==> src/rtl/rz_scan_reader.sv <==
// Sweeps the RZ receiver word RAMs of enabled channels on a frame strobe and streams {ch, addr, data} out.
// Latency: first word valid RD_LAT+2 cycles after start; one word per RD_LAT+2 cycles; stalls while out_ready is low.
module rz_scan_reader #(
   parameter int WORDS_PER_CH = 32,
   parameter int RD_LAT       = 2
) (
   input  logic        clock,
   input  logic        reset,
   input  logic        start,
   input  logic [5:0]  ch_enable,
   output logic        busy,
   output logic        done,
   output logic [4:0]  rd_arinc1,
   output logic [4:0]  rd_arinc2,
   output logic [4:0]  rd_arinc3,
   output logic [4:0]  rd_arinc4,
   output logic [4:0]  rd_arinc5,
   output logic [4:0]  rd_arinc6,
   input  logic [15:0] arinc_1_outp,
   input  logic [15:0] arinc_2_outp,
   input  logic [15:0] arinc_3_outp,
   input  logic [15:0] arinc_4_outp,
   input  logic [15:0] arinc_5_outp,
   input  logic [15:0] arinc_6_outp,
   output logic [15:0] out_data,
   output logic [2:0]  out_ch,
   output logic [4:0]  out_addr,
   output logic        out_valid,
   input  logic        out_ready
);

   localparam int LAT_W = $clog2(RD_LAT + 1);

   typedef enum logic [1:0] {IDLE, READ, PRESENT, FINISH} state_t;

   state_t           state, state_nxt;
   logic [5:0]       mask;
   logic [2:0]       ch_idx;
   logic [4:0]       addr;
   logic [LAT_W-1:0] lat_cnt;

   logic [2:0]       first_idx;
   logic             first_found;
   logic [2:0]       next_idx;
   logic             next_found;
   logic             lat_last;
   logic             addr_last;
   logic [15:0]      ram_q;

   // One address bus feeds all six RAMs; only the active channel's data is used.
   assign rd_arinc1 = addr;
   assign rd_arinc2 = addr;
   assign rd_arinc3 = addr;
   assign rd_arinc4 = addr;
   assign rd_arinc5 = addr;
   assign rd_arinc6 = addr;

   assign lat_last  = (lat_cnt == LAT_W'(RD_LAT));
   assign addr_last = (addr == 5'(WORDS_PER_CH - 1));

   // Descending scans so the lowest qualifying channel wins.
   always_comb begin
      first_idx   = 3'd0;
      first_found = 1'b0;
      next_idx    = 3'd0;
      next_found  = 1'b0;
      for (int i = 5; i >= 0; i--) begin
         if (ch_enable[i]) begin
            first_idx   = 3'(i);
            first_found = 1'b1;
         end
         if (mask[i] && (i > int'(ch_idx))) begin
            next_idx   = 3'(i);
            next_found = 1'b1;
         end
      end
   end

   always_comb begin
      case (ch_idx)
         3'd0:    ram_q = arinc_1_outp;
         3'd1:    ram_q = arinc_2_outp;
         3'd2:    ram_q = arinc_3_outp;
         3'd3:    ram_q = arinc_4_outp;
         3'd4:    ram_q = arinc_5_outp;
         3'd5:    ram_q = arinc_6_outp;
         default: ram_q = 16'h0000;
      endcase
   end

   always_ff @(posedge clock or posedge reset) begin
      if (reset) state <= IDLE;
      else       state <= state_nxt;
   end

   always_comb begin
      state_nxt = state;
      busy      = 1'b0;
      done      = 1'b0;
      out_valid = 1'b0;
      case (state)
         IDLE: begin
            if (start) state_nxt = first_found ? READ : FINISH;
         end
         READ: begin
            busy = 1'b1;
            if (lat_last) state_nxt = PRESENT;
         end
         PRESENT: begin
            busy      = 1'b1;
            out_valid = 1'b1;
            if (out_ready) state_nxt = (!addr_last || next_found) ? READ : FINISH;
         end
         FINISH: begin
            done      = 1'b1;
            state_nxt = IDLE;
         end
         default: state_nxt = IDLE;
      endcase
   end

   // addr only moves when heading into READ, so the RAM address holds through FINISH/IDLE.
   always_ff @(posedge clock or posedge reset) begin
      if (reset) begin
         mask     <= 6'd0;
         ch_idx   <= 3'd0;
         addr     <= 5'd0;
         lat_cnt  <= '0;
         out_data <= 16'h0000;
         out_ch   <= 3'd0;
         out_addr <= 5'd0;
      end else begin
         case (state)
            IDLE: begin
               lat_cnt <= '0;
               if (start) begin
                  mask   <= ch_enable;
                  ch_idx <= first_idx;
                  addr   <= 5'd0;
               end
            end
            READ: begin
               lat_cnt <= lat_cnt + 1'b1;
               if (lat_last) begin
                  out_data <= ram_q;
                  out_ch   <= ch_idx + 3'd1;
                  out_addr <= addr;
               end
            end
            PRESENT: begin
               lat_cnt <= '0;
               if (out_ready) begin
                  if (!addr_last) begin
                     addr <= addr + 5'd1;
                  end else if (next_found) begin
                     addr   <= 5'd0;
                     ch_idx <= next_idx;
                  end
               end
            end
            default: lat_cnt <= '0;
         endcase
      end
   end

endmodule

==> config.mk <==
export PLATFORM = sky130hd
export DESIGN_NAME = rz_scan_reader
export DESIGN_NICKNAME = d
export VERILOG_FILES = /design/src/rtl/rz_scan_reader.sv
export SDC_FILE = /design/constraint.sdc
export NUM_CORES = 1
export LEC_CHECK = 0
export CAP_MARGIN = 40
export CORE_UTILIZATION = 35
export DETAILED_ROUTE_END_ITERATION = 8
export PLACE_DENSITY = 0.78
export SETUP_SLACK_MARGIN = 0.3
export SLEW_MARGIN = 0
export SYNTH_ARGS = -nofsm -noshare
export SYNTH_HDL_FRONTEND = slang
export SYNTH_SLANG_ARGS = --single-unit
export TNS_END_PERCENT = 10
==> constraint.sdc <==
create_clock -name clock -period 2.88 [get_ports clock]
set_clock_uncertainty 0.2 [all_clocks]
set_input_delay 0.864 -clock clock [delete_from_list [all_inputs] [get_ports clock]]
set_output_delay 0.864 -clock clock [all_outputs]
set_load 0.005 [all_outputs]
==> tab_implementation.tex <==
\begin{tabular}{lr}
\hline
Metric & Value \\
\hline
\multicolumn{2}{l}{\textbf{Clocking}} \\
\quad Total number of clock tree sinks & 41 \\
\quad Maximum clock path buffer count & 2 \\
\quad Cell at the root of the clock tree & sky130\_fd\_sc\_hd\_\_clkbuf\_8 \\
\quad Cts bufs inserted & 5 \\
\quad CTS clk-pin slew, worst paths & 0.08 ns \\
\quad Htree depth & 2 \\
\quad Clock tree from TritonCTS & built \\
\quad Clock Latency Late Sink & 0.28 ns \\
\quad Count of hold buffers inserted by post-cts repair & 0 \\
\multicolumn{2}{l}{\textbf{Placement}} \\
\quad Number of port buffers & 162 \\
\quad Final weighted congestion of routability-driven global placement & 0.856 \\
\quad Post-DP HPWL & 7150 um \\
\multicolumn{2}{l}{\textbf{Setup path}} \\
\quad Launch point of the worst reg-to-reg path & rd\_arinc1[0] \\
\quad Endpoint required time on the critical path & 1.82 ns \\
\quad Slack of the worst reg-to-reg path & 0.54 ns \\
\quad CP max stage delay & 0.44 ns \\
\quad Critical register-to-register path endpoint & ch\_idx[1] \\
\quad Number of buffers and inverters on the critical path & 2 \\
\quad Worst Setup End Kind & output port \\
\quad Critical path arrival & 1.45 ns \\
\quad Reg2Reg Depth & 8 \\
\quad Kind of critical path & reg2out \\
\quad Highest net fanout along the worst path & 3 \\
\quad Category of the worst setup path launch point & register \\
\quad Critical path cell sequence & buf\_4, ha\_1, clkdlybuf4s50\_1 \\
\quad Cell with the largest stage delay on the worst path & sky130\_fd\_sc\_hd\_\_clkdlybuf4s50\_1 \\
\quad Top Family by Delay on Critical Path & buffers and inverters \\
\multicolumn{2}{l}{\textbf{Pwr}} \\
\quad Total power draw & 3.66 mW \\
\quad Worst IR drop on VDD & 0.541 mV \\
\quad Leak Pwr & 1.83 nW \\
\quad Power density of the placed cells & 813 nW/um2 \\
\multicolumn{2}{l}{\textbf{Logic synthesis}} \\
\quad Cell count after synthesis & 324 \\
\quad Number of enable-type register cells in the synthesized netlist & 0 \\
\quad Net count of the mapped netlist & 440 \\
\quad Average instance area after synthesis & 8.69 um2 \\
\quad Warnings, synthesis & 0 \\
\quad Sequential share of the synthesized area & 0.364 \\
\quad Post-synthesis cell area & 2820 um2 \\
\quad FF+latch count, synth & 41 \\
\quad Dominant register cell in the synthesized netlist & sky130\_fd\_sc\_hd\_\_dfrtp\_1 \\
\quad Fraction of registers with async set or reset after synthesis & 1.00 \\
\quad Post-synth cell types & 40 \\
\multicolumn{2}{l}{\textbf{Detailed routing}} \\
\quad Iteration-0 DRC Markers & 114 \\
\quad Vias post-DR & 2862 \\
\quad Final antenna-violating net count & 0 \\
\quad Wire length reported by the detailed router & 9000 um \\
\quad DRC viols & 0 \\
\quad Routed WL per cell & 16.0 um \\
\quad Detailed-router iteration count before antenna repair & 6 \\
\quad Routed via count divided by cell count & 5.09 \\
\multicolumn{2}{l}{\textbf{GRT}} \\
\quad Grt peak-use layer & met2 \\
\quad Pin count of the biggest net entering global routing & 38 \\
\quad Met1 capacity usage during global routing & 0.268 \\
\quad First-pass GRT wire length & 13900 um \\
\quad Global-route track usage on met3 & 0.0315 \\
\quad Overflow left after global routing & 0 \\
\quad Global Route Usage Sum & 0.209 \\
\quad Routing usage on met2 & 0.364 \\
\quad Via count of the first global-routing pass & 2755 \\
\quad Antenna violations before repair & 0 \\
\multicolumn{2}{l}{\textbf{Hold path}} \\
\quad Path type of the worst min-delay path & reg2reg \\
\quad Hold wc startpoint & lat\_cnt[0] \\
\quad Hold worst-path end & lat\_cnt[0] \\
\quad Hold depth & 1 \\
\multicolumn{2}{l}{\textbf{Die}} \\
\quad DIE AREA & 8410 um2 \\
\quad Number of core rows & 32 \\
\quad Count of pins on the block boundary & 163 \\
\quad Width of the die & 91.7 um \\
\quad Core Footprint & 7770 um2 \\
\quad Vertical extent of the die & 91.7 um \\
\quad Starting utilization of the core area & 0.362 \\
\multicolumn{2}{l}{\textbf{Timing}} \\
\quad Setup repair after global routing missed its margin & no \\
\quad Worst-case headroom to the max-slew limit & 0.494 \\
\quad Measured slew at the worst slew-check pin & 0.754 ns \\
\quad Final period utilization & 0.874 \\
\quad Final number of hold-violating endpoints & 0 \\
\quad Minimum clock period & 2.52 ns \\
\quad Maximum operating frequency & 397 MHz \\
\quad Setup TNS Final & 0 ns \\
\quad Setup violation total in the final timing report & 0 \\
\quad Number of pins exceeding their max-slew limit in the final report & 0 \\
\multicolumn{2}{l}{\textbf{Finish}} \\
\quad Top library cells by usage in the layout, fill and taps aside & sky130\_fd\_sc\_hd\_\_clkdlybuf4s50\_1 (161), sky130\_fd\_sc\_hd\_\_nand2\_1 (51), sky130\_fd\_sc\_hd\_\_dfrtp\_1 (40) \\
\quad Most common library cell in the layout ignoring fill and taps & sky130\_fd\_sc\_hd\_\_clkdlybuf4s50\_1 \\
\quad Final antenna diode count & 0 \\
\quad Nets & 576 \\
\quad Layout overhead on the synthesized area & 60.0\% \\
\quad Fraction of final layout cells sized beyond drive strength 1 & 0.0891 \\
\multicolumn{2}{l}{\textbf{Status}} \\
\quad Status & finished clean \\
\multicolumn{2}{l}{\textbf{Job}} \\
\quad \# Max-Cap Violations & 0 \\
\hline
\end{tabular}
-- per-stage QoR --
stage	utilization	std cells	hold WS, ns	setup slack [ns]	instance area [um2]
3_3_place_gp	0.564	552	0.216	0.308	4380
6_report	0.580	562	0.243	0.364	4500
3_5_place_dp	0.564	552	0.238	0.272	4380
2_1_floorplan	-	324	0.202	0.304	2820
5_1_grt	0.580	562	0.263	0.305	4500
4_1_cts	0.579	562	0.248	0.296	4500
-- worst max path at each step --
stage / startpoint / end / slack [ns] / depth (start not counted)
after floorplan: ch_idx[0] / ch_idx[1] / 0.30 / 10
after global placement: start / ch_idx[2] / 0.31 / 5
after global routing: state[0] / done / 0.30 / 3
after detailed placement: start / rd_arinc1[3] / 0.27 / 5
final: state[0] / done / 0.36 / 3
after CTS: state[0] / busy / 0.30 / 3
-- what timing repair did --
action,CTS,global route
setup endpoints to repair,2,1
resized for setup,2,2
setup buffers,3,0
pin swaps,1,0
-- where the power goes --
part,internal [mW],switching [mW]
clock network,0.190,0.184
registers,0.821,0.181
logic,1.20,1.09
-- per-layer routing --
metal,share of wire,wire length [um]
met1,0.43,3850
met2,0.51,4610
met3,0.045,403
met4,0.015,136
met5,0,0
-- Yosys cell counts (3+ instances only) --
cell type	instances	area (um2)
sky130_fd_sc_hd__ha_1	10	125
sky130_fd_sc_hd__o21ai_0	37	185
sky130_fd_sc_hd__dfrtp_1	41	1030
sky130_fd_sc_hd__buf_4	26	195
sky130_fd_sc_hd__nand2_1	51	191
sky130_fd_sc_hd__buf_2	6	30.0
sky130_fd_sc_hd__a21oi_1	23	115
sky130_fd_sc_hd__a32o_1	3	30.0
sky130_fd_sc_hd__a22oi_1	6	45.0
sky130_fd_sc_hd__nor2b_1	5	31.3
sky130_fd_sc_hd__clkbuf_1	15	56.3
sky130_fd_sc_hd__mux2_2	11	124
sky130_fd_sc_hd__o21ai_1	7	35.0
sky130_fd_sc_hd__nor2_1	11	41.3
sky130_fd_sc_hd__a221oi_1	16	140
sky130_fd_sc_hd__o22ai_1	3	18.8
sky130_fd_sc_hd__mux2i_1	16	160
sky130_fd_sc_hd__inv_1	10	37.5
-- cells by family (layout without fill, tap and decap cells) --
kind of cell	Yosys count	count (layout)	share of synthesized area
AOI/OAI and AO/OA	104	104	0.230
xor gates and xnor gates	1	1	0.00311
adders and majority gates	10	10	0.0444
buffers and inverters	57	193	0.113
DFF	41	41	0.364
muxes	29	29	0.112
and+or+nand+nor	82	82	0.133
-- registers in the layout (all words and copies together) (netlist names) --
name and cells:
mask 5, ch_idx 3, state 2, out_data 16
out_addr 5, out_ch 3, lat_cnt 2, rd_arinc1 5
-- worst register-to-register path: cells and delay by family (launching register included) --
family | cells | cell delay, ns
mux | 1 | 0.31
simple gates | 4 | 0.51
compound gates | 1 | 0.37
flops | 1 | 0.39
fa+ha+maj | 2 | 0.44
-- cell type report --
| cell class | count | area (um2) |
|---|---|---|
| Clock buffer | 7 | 86.3 |
| Fill cell | 716 | 3260 |
| Inverter | 10 | 37.5 |
| Multi-Input combinational cell | 226 | 1480 |
| Sequential cell | 41 | 1030 |
| Tap cell | 102 | 128 |
| Timing Repair Buffer | 176 | 1740 |
No activity file was read; power rests on OpenSTA's default activity.
==> patch: new RTL, same settings <==
Make the reset (`reset`) synchronous in 2 clocked blocks.
--- a/src/rtl/rz_scan_reader.sv
+++ b/src/rtl/rz_scan_reader.sv
@@ -89,5 +89,5 @@
    end
 
-   always_ff @(posedge clock or posedge reset) begin
+   always_ff @(posedge clock) begin
       if (reset) state <= IDLE;
       else       state <= state_nxt;
@@ -121,5 +121,5 @@
 
    // addr only moves when heading into READ, so the RAM address holds through FINISH/IDLE.
-   always_ff @(posedge clock or posedge reset) begin
+   always_ff @(posedge clock) begin
       if (reset) begin
          mask     <= 6'd0;
Function: differs if reset is asserted again (counterexample within 4 cycles, from zero or initial values and one cycle with reset high); with reset held inactive, the same outputs for 10 cycles.
==> patch against the unedited design <==
- global-route usage down 1.0 points
- worst setup slack better by 0.045 ns
- sequential cell count unchanged
- worst hold slack worse by 0.024 ns
- cell area shrank 2.1%
- combinational power down 43%
- total power shrank 35%
- area after synthesis down 2.3%
- via count grew 8.1%
- first-iteration DRC count is 4.4% higher
- register-to-register slack got worse by 0.09 ns
- cell count rose by 6.0%
- wire length is 6.0% lower
==> patch: results (changes against the unedited design) <==
DETAIL_ROUTE.WIRELENGTH.MET1_UM=3510  # was 3850 um
ROUTE.DETAILED.WL_PER_INST_UM=14.2  # was 16.0 um
PLACED_INSTANCE_COUNT=586  # was 552
SYNTHESIZED_INSTANCE_COUNT=365  # was 324
PLACEMENT.CELL_AREA_SQ_MM=0.00430  # was 0.00438 sq mm
POWER.SEQUENTIAL.FRACTION=0.292  # was 0.274
GRT.MET3_USAGE=0.0446  # was 0.0315
BUFFERS_EXCL_CLOCK=177  # was 176
FINAL_HPWL_FROM_DETAILED_PLACEMENT_UM=6370  # was 7150 um
OUTCOME='finished clean'  # unchanged
SYNTH_ASYNC_SR_FLOP_SHARE=0  # was 1.00
NNETSFINAL=612  # was 576
SYNTH_SEQ_AREA_SHARE=0.298  # was 0.364
LAYOUTNONFILLERINSTCOUNT=596  # was 562
SYNTHMUXAREASHARE=0.0582  # was 0.112
DRT_ITER0_DRC=119  # was 114
VIAS_IN_THE_FIRST_GLOBAL_ROUTE=2853  # was 2755
WL_MET3_UM=620  # was 403 um
WORST-ENDPOINT-ARRIVAL_NS=1.41  # was 1.45 ns
POWER.SWITCHING_FRACTION=0.396  # about the same
INVERTERS=11  # was 10
ROUTING_USAGE_ON_MET1=0.234  # was 0.268
LAYOUT-DRIVE-GT1-SHARE=0.0543  # was 0.0891
CELLLEAKAGEPOWER_nW=1.58  # was 1.83 nW
LARGEST_NET_DEGREE_AT_THE_START_OF_GLOBAL_ROUTING=39  # was 38
SYNTH-XOR-AREA-SHARE=0.00318  # was 0.00311
patch: worst paths after layout:
check             startpoint         end  slack, ns  cells after the start
setup / recovery    state[0]   out_valid       0.41                      3
hold reg to reg   lat_cnt[0]  lat_cnt[0]       0.22                      1
setup reg to reg   ch_idx[1]    state[1]       0.45                      7
hold / removal    lat_cnt[0]  lat_cnt[0]       0.22                      1
patch: repair_timing:
| item | 4_1_cts | 5_1_grt |
|---|---|---|
| setup endpoints to repair | 1 | 2 |
| setup buffers | 0 | 2 |
| resized for setup | 2 | 2 |
patch: through the flow:
stage / util / power [mW] / setup slack [ns]
4_1_cts: 0.592 / 2.37 / 0.325
5_1_grt: 0.595 / 2.58 / 0.285
2_1_floorplan: - / 1.54 / 0.369
6_report: 0.595 / 2.37 / 0.409
3_5_place_dp: 0.580 / 2.00 / 0.223
3_3_place_gp: 0.580 / 1.96 / 0.246
patch: critical path, cell delays in order (launching register included):
cell	delay (ns)
dfxtp_4	0.36
inv_1	0.08
ha_1	0.17
clkdlybuf4s50_1	0.50
